==> src/rtl/if_id_stage.sv <==
// IF/ID stage: buffers fetched {pc, instr} pairs in a DEPTH-entry FIFO and decodes MIPS fields of the head.
// Latency: 1 cycle. An entry pushed at edge N is visible on out_* after edge N; there is no bypass.
// Backpressure: in_ready drops when count == DEPTH and never looks at out_ready. Flush empties the buffer at the next edge.
// Optional build macro IF_ID_PERF_CNT_EN adds the stall_cycles and flush_count counters.
module if_id_stage #(
  parameter int DEPTH   = 2,
  parameter int PC_W    = 32,
  parameter int INSTR_W = 32
) (
  input  logic               clk,
  input  logic               reset,
  input  logic               in_valid,
  output logic               in_ready,
  input  logic [PC_W-1:0]    in_pc,
  input  logic [INSTR_W-1:0] in_instr,
  input  logic               flush,
  output logic               out_valid,
  input  logic               out_ready,
  output logic [PC_W-1:0]    out_pc,
  output logic [INSTR_W-1:0] out_instr,
  output logic [5:0]         opcode,
  output logic [4:0]         rs,
  output logic [4:0]         rt,
  output logic [4:0]         rd,
  output logic [4:0]         shamt,
  output logic [5:0]         funct,
  output logic [31:0]        imm_sext,
  output logic               is_rtype
`ifdef IF_ID_PERF_CNT_EN
  ,
  output logic [31:0]        stall_cycles,
  output logic [31:0]        flush_count
`endif
);

  localparam int AW = $clog2(DEPTH);
  localparam int CW = AW + 1;
  localparam logic [CW-1:0] FULL_CNT = CW'(DEPTH);

  typedef struct packed {
    logic [PC_W-1:0]    pc;
    logic [INSTR_W-1:0] instr;
  } entry_t;

  entry_t         mem_q [DEPTH];
  logic [AW-1:0]  wr_ptr_q, wr_ptr_d;
  logic [AW-1:0]  rd_ptr_q, rd_ptr_d;
  logic [CW-1:0]  count_q, count_d;
  logic           push, pop;
  entry_t         head;

  assign in_ready  = (count_q < FULL_CNT);
  assign out_valid = (count_q != '0);
  assign push      = in_valid & in_ready & ~flush;
  assign pop       = out_valid & out_ready & ~flush;

  // Next-state for pointers and occupancy; flush overrides everything.
  always_comb begin
    wr_ptr_d = wr_ptr_q;
    rd_ptr_d = rd_ptr_q;
    count_d  = count_q;
    if (flush) begin
      wr_ptr_d = '0;
      rd_ptr_d = '0;
      count_d  = '0;
    end else begin
      if (push) wr_ptr_d = wr_ptr_q + AW'(1);
      if (pop)  rd_ptr_d = rd_ptr_q + AW'(1);
      case ({push, pop})
        2'b10:   count_d = count_q + CW'(1);
        2'b01:   count_d = count_q - CW'(1);
        default: count_d = count_q;
      endcase
    end
  end

  // Control state registers with asynchronous clear.
  always_ff @(posedge clk or negedge reset) begin
    if (!reset) begin
      wr_ptr_q <= '0;
      rd_ptr_q <= '0;
      count_q  <= '0;
    end else begin
      wr_ptr_q <= wr_ptr_d;
      rd_ptr_q <= rd_ptr_d;
      count_q  <= count_d;
    end
  end

  // Storage array; stale slots are never visible because outputs are masked when empty.
  always_ff @(posedge clk) begin
    if (push) mem_q[wr_ptr_q] <= '{pc: in_pc, instr: in_instr};
  end

  assign head = mem_q[rd_ptr_q];

  // Head presentation and field decode, forced to zero while the buffer is empty.
  always_comb begin
    out_pc    = '0;
    out_instr = '0;
    if (out_valid) begin
      out_pc    = head.pc;
      out_instr = head.instr;
    end
  end

  assign opcode   = out_instr[31:26];
  assign rs       = out_instr[25:21];
  assign rt       = out_instr[20:16];
  assign rd       = out_instr[15:11];
  assign shamt    = out_instr[10:6];
  assign funct    = out_instr[5:0];
  assign imm_sext = {{16{out_instr[15]}}, out_instr[15:0]};
  assign is_rtype = out_valid & (out_instr[31:26] == 6'b000000);

`ifdef IF_ID_PERF_CNT_EN
  logic [31:0] stall_q;
  logic [31:0] flush_cnt_q;

  // Stall counts cycles the head is held; flush counts flushes that actually discard something.
  always_ff @(posedge clk or negedge reset) begin
    if (!reset) begin
      stall_q     <= '0;
      flush_cnt_q <= '0;
    end else begin
      if (out_valid & ~out_ready)               stall_q     <= stall_q + 32'd1;
      if (flush & ((count_q != '0) | in_valid)) flush_cnt_q <= flush_cnt_q + 32'd1;
    end
  end

  assign stall_cycles = stall_q;
  assign flush_count  = flush_cnt_q;
`else
  // Counters are not built in the default configuration.
`endif

endmodule

==> config.mk <==
export PLATFORM = sky130hd
export DESIGN_NAME = if_id_stage
export DESIGN_NICKNAME = d
export VERILOG_FILES = /design/src/rtl/if_id_stage.sv
export SDC_FILE = /design/constraint.sdc
export NUM_CORES = 1
export LEC_CHECK = 0
export CORE_UTILIZATION = 45
export CTS_CLUSTER_SIZE = 24
export DETAILED_ROUTE_END_ITERATION = 6
export GPL_TIMING_DRIVEN = 0
export PLACE_DENSITY = 0.9
export SLEW_MARGIN = 5
export SYNTH_ARGS = -nofsm -noshare
export SYNTH_HDL_FRONTEND = slang
export SYNTH_SLANG_ARGS = --single-unit
==> constraint.sdc <==
create_clock -name clk -period 13.8 [get_ports clk]
set_input_delay 2.76 -clock clk [delete_from_list [all_inputs] [get_ports clk]]
set_output_delay 2.76 -clock clk [all_outputs]
set_load 0.005 [all_outputs]
==> load_flow_metrics.sql <==
INSERT INTO impl_metrics (metric_group, metric, value, unit) VALUES
('run_status', 'outcome', 'finished, final reports clean', ''),
('floorplanning', 'floorplan.io_pins', '200', ''),
('clocking', 'cts.clk_slew.worst_paths', '0.05', 'ns'),
('setup_path', 'crit_path_top_delay_cell', 'nor2_1', ''),
('pwr', 'power.share.combinational', '14.7', '%'),
('logic_synthesis', 'synth_enable_flop_cells', '128', ''),
('placed_design', 'place_hpwl', '8862', 'um'),
('min_path', 'hold_class', 'flop to flop', ''),
('global_route', 'largest_net_degree_at_the_start_of_global_routing', '20', ''),
('timing', 'skew', '0.003918', 'ns'),
('pwr', 'fin_total_pwr', '1.041', 'mW'),
('route', 'detailroute.via_count', '3577', ''),
('timing', 'timing.hold.ws', '0.6088', 'ns'),
('pwr', 'seqPwrFrac', '44.5', '%'),
('floorplanning', 'dieWidth', '112.9', 'um'),
('clocking', 'worst_skew_pair.late_latency', '0.40', 'ns'),
('flow_run', 'cap_viol_max_count', '0', ''),
('pwr', 'internal_power', '817.5', 'uW'),
('floorplanning', 'floorplan.die_area', '12740', 'um2'),
('pwr', 'power_density', '124.0', 'nW/um2'),
('timing', 'final-max-slew-violation-count', '0', ''),
('logic_synthesis', 'synth_nets', '429', ''),
('logic_synthesis', 'yosysSeqAreaShare', '71.30', '%'),
('placed_design', 'routabilityCongestion', '0.7535', ''),
('setup_path', 'worst_setup_path_start_kind', 'flop', ''),
('finish', 'fraction_of_final_layout_cells_with_drive_strength_greater_than_1', '19.93', '%'),
('floorplanning', 'core-area', '12010', 'um2'),
('setup_path', 'crit_family', 'buffers and inverters', ''),
('timing', 'max_slew_margin', '27.98', '%'),
('floorplanning', 'row_count', '40', ''),
('logic_synthesis', 'yosys.area.top_type', 'edfxtp_1', ''),
('clocking', 'postCtsResizedCells', '0', ''),
('setup_path', 'worst_path_cell_trace', 'nor2_1 -> buf_2 -> buf_2 -> nor2_1 -> buf_4 -> clkdlybuf4s50_1', ''),
('global_route', 'groute.usage.overall', '19.20', '%'),
('timing', 'worst_slack', '8.114', 'ns'),
('global_route', 'leftover_overflow_at_the_end_of_global_routing', '0', ''),
('setup_path', 'critical_path_peak_fanout', '19', ''),
('logic_synthesis', 'ys_top_cells_by_count', 'edfxtp_1, buf_4, nor2_1, mux2i_1, buf_2', ''),
('placed_design', 'place_worst_setup_slack', '8.462', 'ns'),
('timing', 'grt_setup_unrepaired', 'false', ''),
('placed_design', 'place.detailed.instances', '717', ''),
('timing', 'period_minus_slack', '5.686', 'ns'),
('logic_synthesis', 'synth_top_cell_area_share', '69.49', '%'),
('timing', 'report.final.hold_viol_count', '0', ''),
('logic_synthesis', 'yosysWarnings', '0', ''),
('logic_synthesis', 'most_instantiated_library_cell_after_synthesis', 'edfxtp_1', ''),
('clocking', 'cts.repair_timing.setup_buffer_count', '0', ''),
('clocking', 'clock_tree.root_cell', 'clkbuf_16', ''),
('floorplanning', 'initial_core_util', '46.05', '%'),
('finish', 'final_nets', '658', ''),
('pwr', 'clock_power_share', '40.8', '%'),
('timing', 'tightest_slew', '1.076', 'ns'),
('setup_path', 'worst_path_largest_cell_delay', '0.84', 'ns'),
('logic_synthesis', 'postSynthAreaPerCell', '15.37', 'um2'),
('timing', 'setup-violations-final', '0', ''),
('floorplanning', 'die-height', '112.9', 'um'),
('logic_synthesis', 'number_of_flip_flops_and_latches_in_the_synthesized_netlist', '132', ''),
('logic_synthesis', 'synthesis.instances', '360', ''),
('clocking', 'holdBufCountCts', '0', ''),
('route', 'post_drt_via_cell_ratio', '4.776', ''),
('global_route', 'wire_length_of_the_first_global_routing_pass', '18490', 'um'),
('placed_design', 'io_buffers', '199', ''),
('finish', 'area_growth_syn_to_layout', '51.73', '%'),
('global_route', 'grt_pass1_vias', '3701', ''),
('logic_synthesis', 'cell_area_synth', '5532', 'um2'),
('finish', 'n_antenna_cell', '0', ''),
('logic_synthesis', 'synthArstFlopShare', '3.030', '%'),
('finish', 'layout.cell_area.non_filler', '8393', 'um2'),
('logic_synthesis', 'ys.flop_type', 'edfxtp_1', ''),
('logic_synthesis', 'synth_cell_types', '19', ''),
('global_route', 'grt_antenna_before_repair', '0', '');
==> cells in the final DEF (no fill, tap or decap), drive strengths merged, types with 4 or more instances in the layout <==
master	instances
edfxtp	128
clkinv	5
buf	89
clkdlybuf4s50	199
inv	4
nor2	67
clkinvlp	4
dfrtp	4
clkbuf	19
mux2i	64
==> power groups by stage <==
stage / clock (mW) / sequential, mW / combinational [mW]
global placement: 0 / 0.474 / 0.145
global route: 0.451 / 0.464 / 0.164
detailed placement: 0 / 0.471 / 0.154
CTS: 0.433 / 0.463 / 0.155
floorplan: 0 / 0.472 / 0.0646
finish: 0.425 / 0.463 / 0.153
==> flip-flops by register name, summed over array words and instances, names as in the netlist <==
register,flops
count_q,2
wr_ptr_q,1
mem_q,128
rd_ptr_q,1
==> logic make-up (layout without fill, tap and decap cells) <==
| kind of cell | count (synthesis) | after routing | share of synthesized area, % |
|---|---|---|---|
| AO/OA/AOI/OAI | 5 | 5 | 0.4523 |
| XOR/XNOR | 2 | 2 | 0.3167 |
| flip-flops | 132 | 132 | 71.30 |
| buffers and inverters | 80 | 322 | 10.54 |
| multiplexers | 65 | 65 | 11.78 |
| AND/OR/NAND/NOR | 76 | 76 | 5.609 |
==> cell type report <==
cell class,count,area [um2],area share [%]
inverters,2,7.507,0.08945
clock buffers,19,432.9,5.158
multi-input cells,148,1015,12.09
flip-flops and latches,132,3944,46.99
plain buffers,78,575.6,6.857
repair buffers,210,2101,25.03
clock inverters,13,133.9,1.595
well taps,147,183.9,2.191
==> path summary, 6_finish.rpt <==
kind / startpoint / endpoint / slack, ns / cells past startpoint
max: count_q[1]$_DFFE_PN0P_ / imm_sext[30] / 8.11 / 6
min: wr_ptr_q$_DFFE_PN0P_ / wr_ptr_q$_DFFE_PN0P_ / 0.61 / 2
max reg2reg: count_q[1]$_DFFE_PN0P_ / mem_q[1][38]$_DFFE_PP_ / 11.51 / 4
min reg2reg: wr_ptr_q$_DFFE_PN0P_ / wr_ptr_q$_DFFE_PN0P_ / 0.61 / 2
max in group asynchronous: reset / count_q[0]$_DFFE_PN0P_ / 11.07 / 1
min in group asynchronous: reset / count_q[1]$_DFFE_PN0P_ / 2.56 / 1
==> worst reg2reg max path: cells and delay by family, from the launching register on <==
kind                   cells  cell delay (ns)
and+or+nand+nor            2             1.10
buffers and inverters      2             0.46
DFF                        1             0.43
==> layer usage <==
layer	GRT usage (%)	wire, um	part of all wire [%]	vias up
met1	20.54	4548	38	1708
li1	-	-	-	1688
met5	0	0	0	-
met3	6.160	793	6.7	18
met2	35.84	6330	53	163
met4	6.140	215	1.8	0
Note: power is estimated with default switching activity, not from simulation.
==> variant (config.mk and constraints unchanged) <==
Set the parameter `INSTR_W` to 64 (it was 32).
--- a/src/rtl/if_id_stage.sv
+++ b/src/rtl/if_id_stage.sv
@@ -7,3 +7,3 @@
   parameter int PC_W    = 32,
-  parameter int INSTR_W = 32
+  parameter int INSTR_W = 64
 ) (
Interface: changed (resized in_instr and out_instr); port bits go from 200 to 264. The function was not compared with the original's and may differ.
==> variant against the unedited design <==
- routed wire length grew 46%
- global-route usage down 0.10 points
- area after synthesis increased by 46%
- sequential share of layout area rose by 2.7 points
- synthesized cell count grew 38%
- clock skew grew 0.00073 ns
- register-to-register slack worse by 0.12 ns
- setup slack worse by 0.080 ns
- total power rose by 34%
- utilization shrank 2.1 points
- design area rose by 41%
- sequential cell count rose by 64
- via count is 37% higher
==> variant: results <==
{
  "hold_start": "wr_ptr_q",
  "synthMuxAreaShare_pct": 12.0,
  "ff2ff_path_depth": 5,
  "yosys-top-cells-area": "edfxtp_1 (71%), mux2i_1 (12%), buf_4 (6.1%)",
  "reg2reg_slack_ns": 11.39,
  "syn_nets": 596,
  "num_vias": 4912,
  "tightest_slew_ns": 1.07,
  "drt_first_iter_violations": 197,
  "synth-edff-count": 192,
  "portBuffers": 263,
  "nets": 896,
  "drt-total-wl_microns": 17400,
  "syn_inst": 495,
  "r2r-end": "mem_q[1][50]",
  "power.leakage_nw": 4.10,
  "dp_hpwl_microns": 13000,
  "synth_common_cells": "edfxtp_1 (192), mux2i_1 (96), nor2_1 (90)",
  "clock_skew_ns": 0.00465,
  "synth_compound_area_share_pct": 0.355,
  "clkLatencyLatePin_ns": 0.43,
  "clkTransAtPathRegs_ns": 0.07,
  "outcome": "finished, final reports clean",
  "crit_end": "imm_sext[20]",
  "grt_pass1_wl_microns": 26100,
  "cts_root_buffer": "clkbuf_16",
  "period_minus_slack_ns": 5.77,
  "synth_xor_area_share_pct": 0.216,
  "antennaDiodeCount": 0,
  "async_reset_ff_share_pct": 2.04,
  "grt_usage_pct": 19.1,
  "grt_pass1_vias": 5030,
  "drive_gt1_share_pct": 18.1,
  "yosysUniqueCellTypes": 26,
  "top_regs": "mem_q (192), count_q (2)",
  "placed_cell_area_sq_mm": 0.0112,
  "firstDrtPassIters": 5,
  "seq_area_frac_synth_pct": 72.4,
  "ir_drop_mv": 0.0745,
  "dp_slack_ns": 8.44,
  "worstPathArrival_ns": 3.01
}
[variant: changes by cell type after synthesis, sizes merged]
cell,unedited run,this run
nor2,67,99
buf,78,81
clkbuf,0,4
and2b,0,1
edfxtp,128,192
mux2i,64,96
nor2b,2,1
[variant: layer usage]
metal	routed length [microns]	GRT usage [%]	up-vias
met5	0	0	-
met4	261	7.78	0
met3	1280	6.11	23
met2	9370	34.8	191
met1	6490	20.2	2367
li1	-	-	2331
[variant: cell type report]
class | instances | area, sq um
Sequential cell | 196 | 5870
Fill cell | 1182 | 5620
Multi-Input combinational cell | 212 | 1490
Timing Repair Buffer | 281 | 2810
Inverter | 2 | 7.51
Clock inverter | 15 | 170
Clock buffer | 17 | 425
Buffer | 85 | 752
Tap cell | 225 | 282
[variant: report_power, final]
group / internal, mW / switching (mW)
clock: 0.272 / 0.222
combinational: 0.129 / 0.0833
sequential: 0.680 / 0.00623
[variant: worst min-delay path by stage]
stage               end  slack (ns)  cells past startpoint
2_1_floorplan  wr_ptr_q        0.52                      2
4_1_cts        wr_ptr_q        0.63                      2
6_report       wr_ptr_q        0.62                      2
3_3_place_gp   wr_ptr_q        0.53                      2
3_5_place_dp   wr_ptr_q        0.61                      2
5_1_grt        wr_ptr_q        0.66                      2
[variant: metrics by stage]
stage	total power [mW]	setup TNS, ns
2_1_floorplan	0.797	0
3_3_place_gp	0.909	-84.68
3_5_place_dp	0.914	0
4_1_cts	1.40	0
5_1_grt	1.44	0
6_report	1.39	0
[variant: worst max-delay path: stages (launching register included)]
cell and delay, ns:
dfrtp_1 0.48, nor2_4 0.12, buf_4 0.21, buf_4 0.20, nor2_1 0.83, buf_4 0.24, clkdlybuf4s50_1 0.50
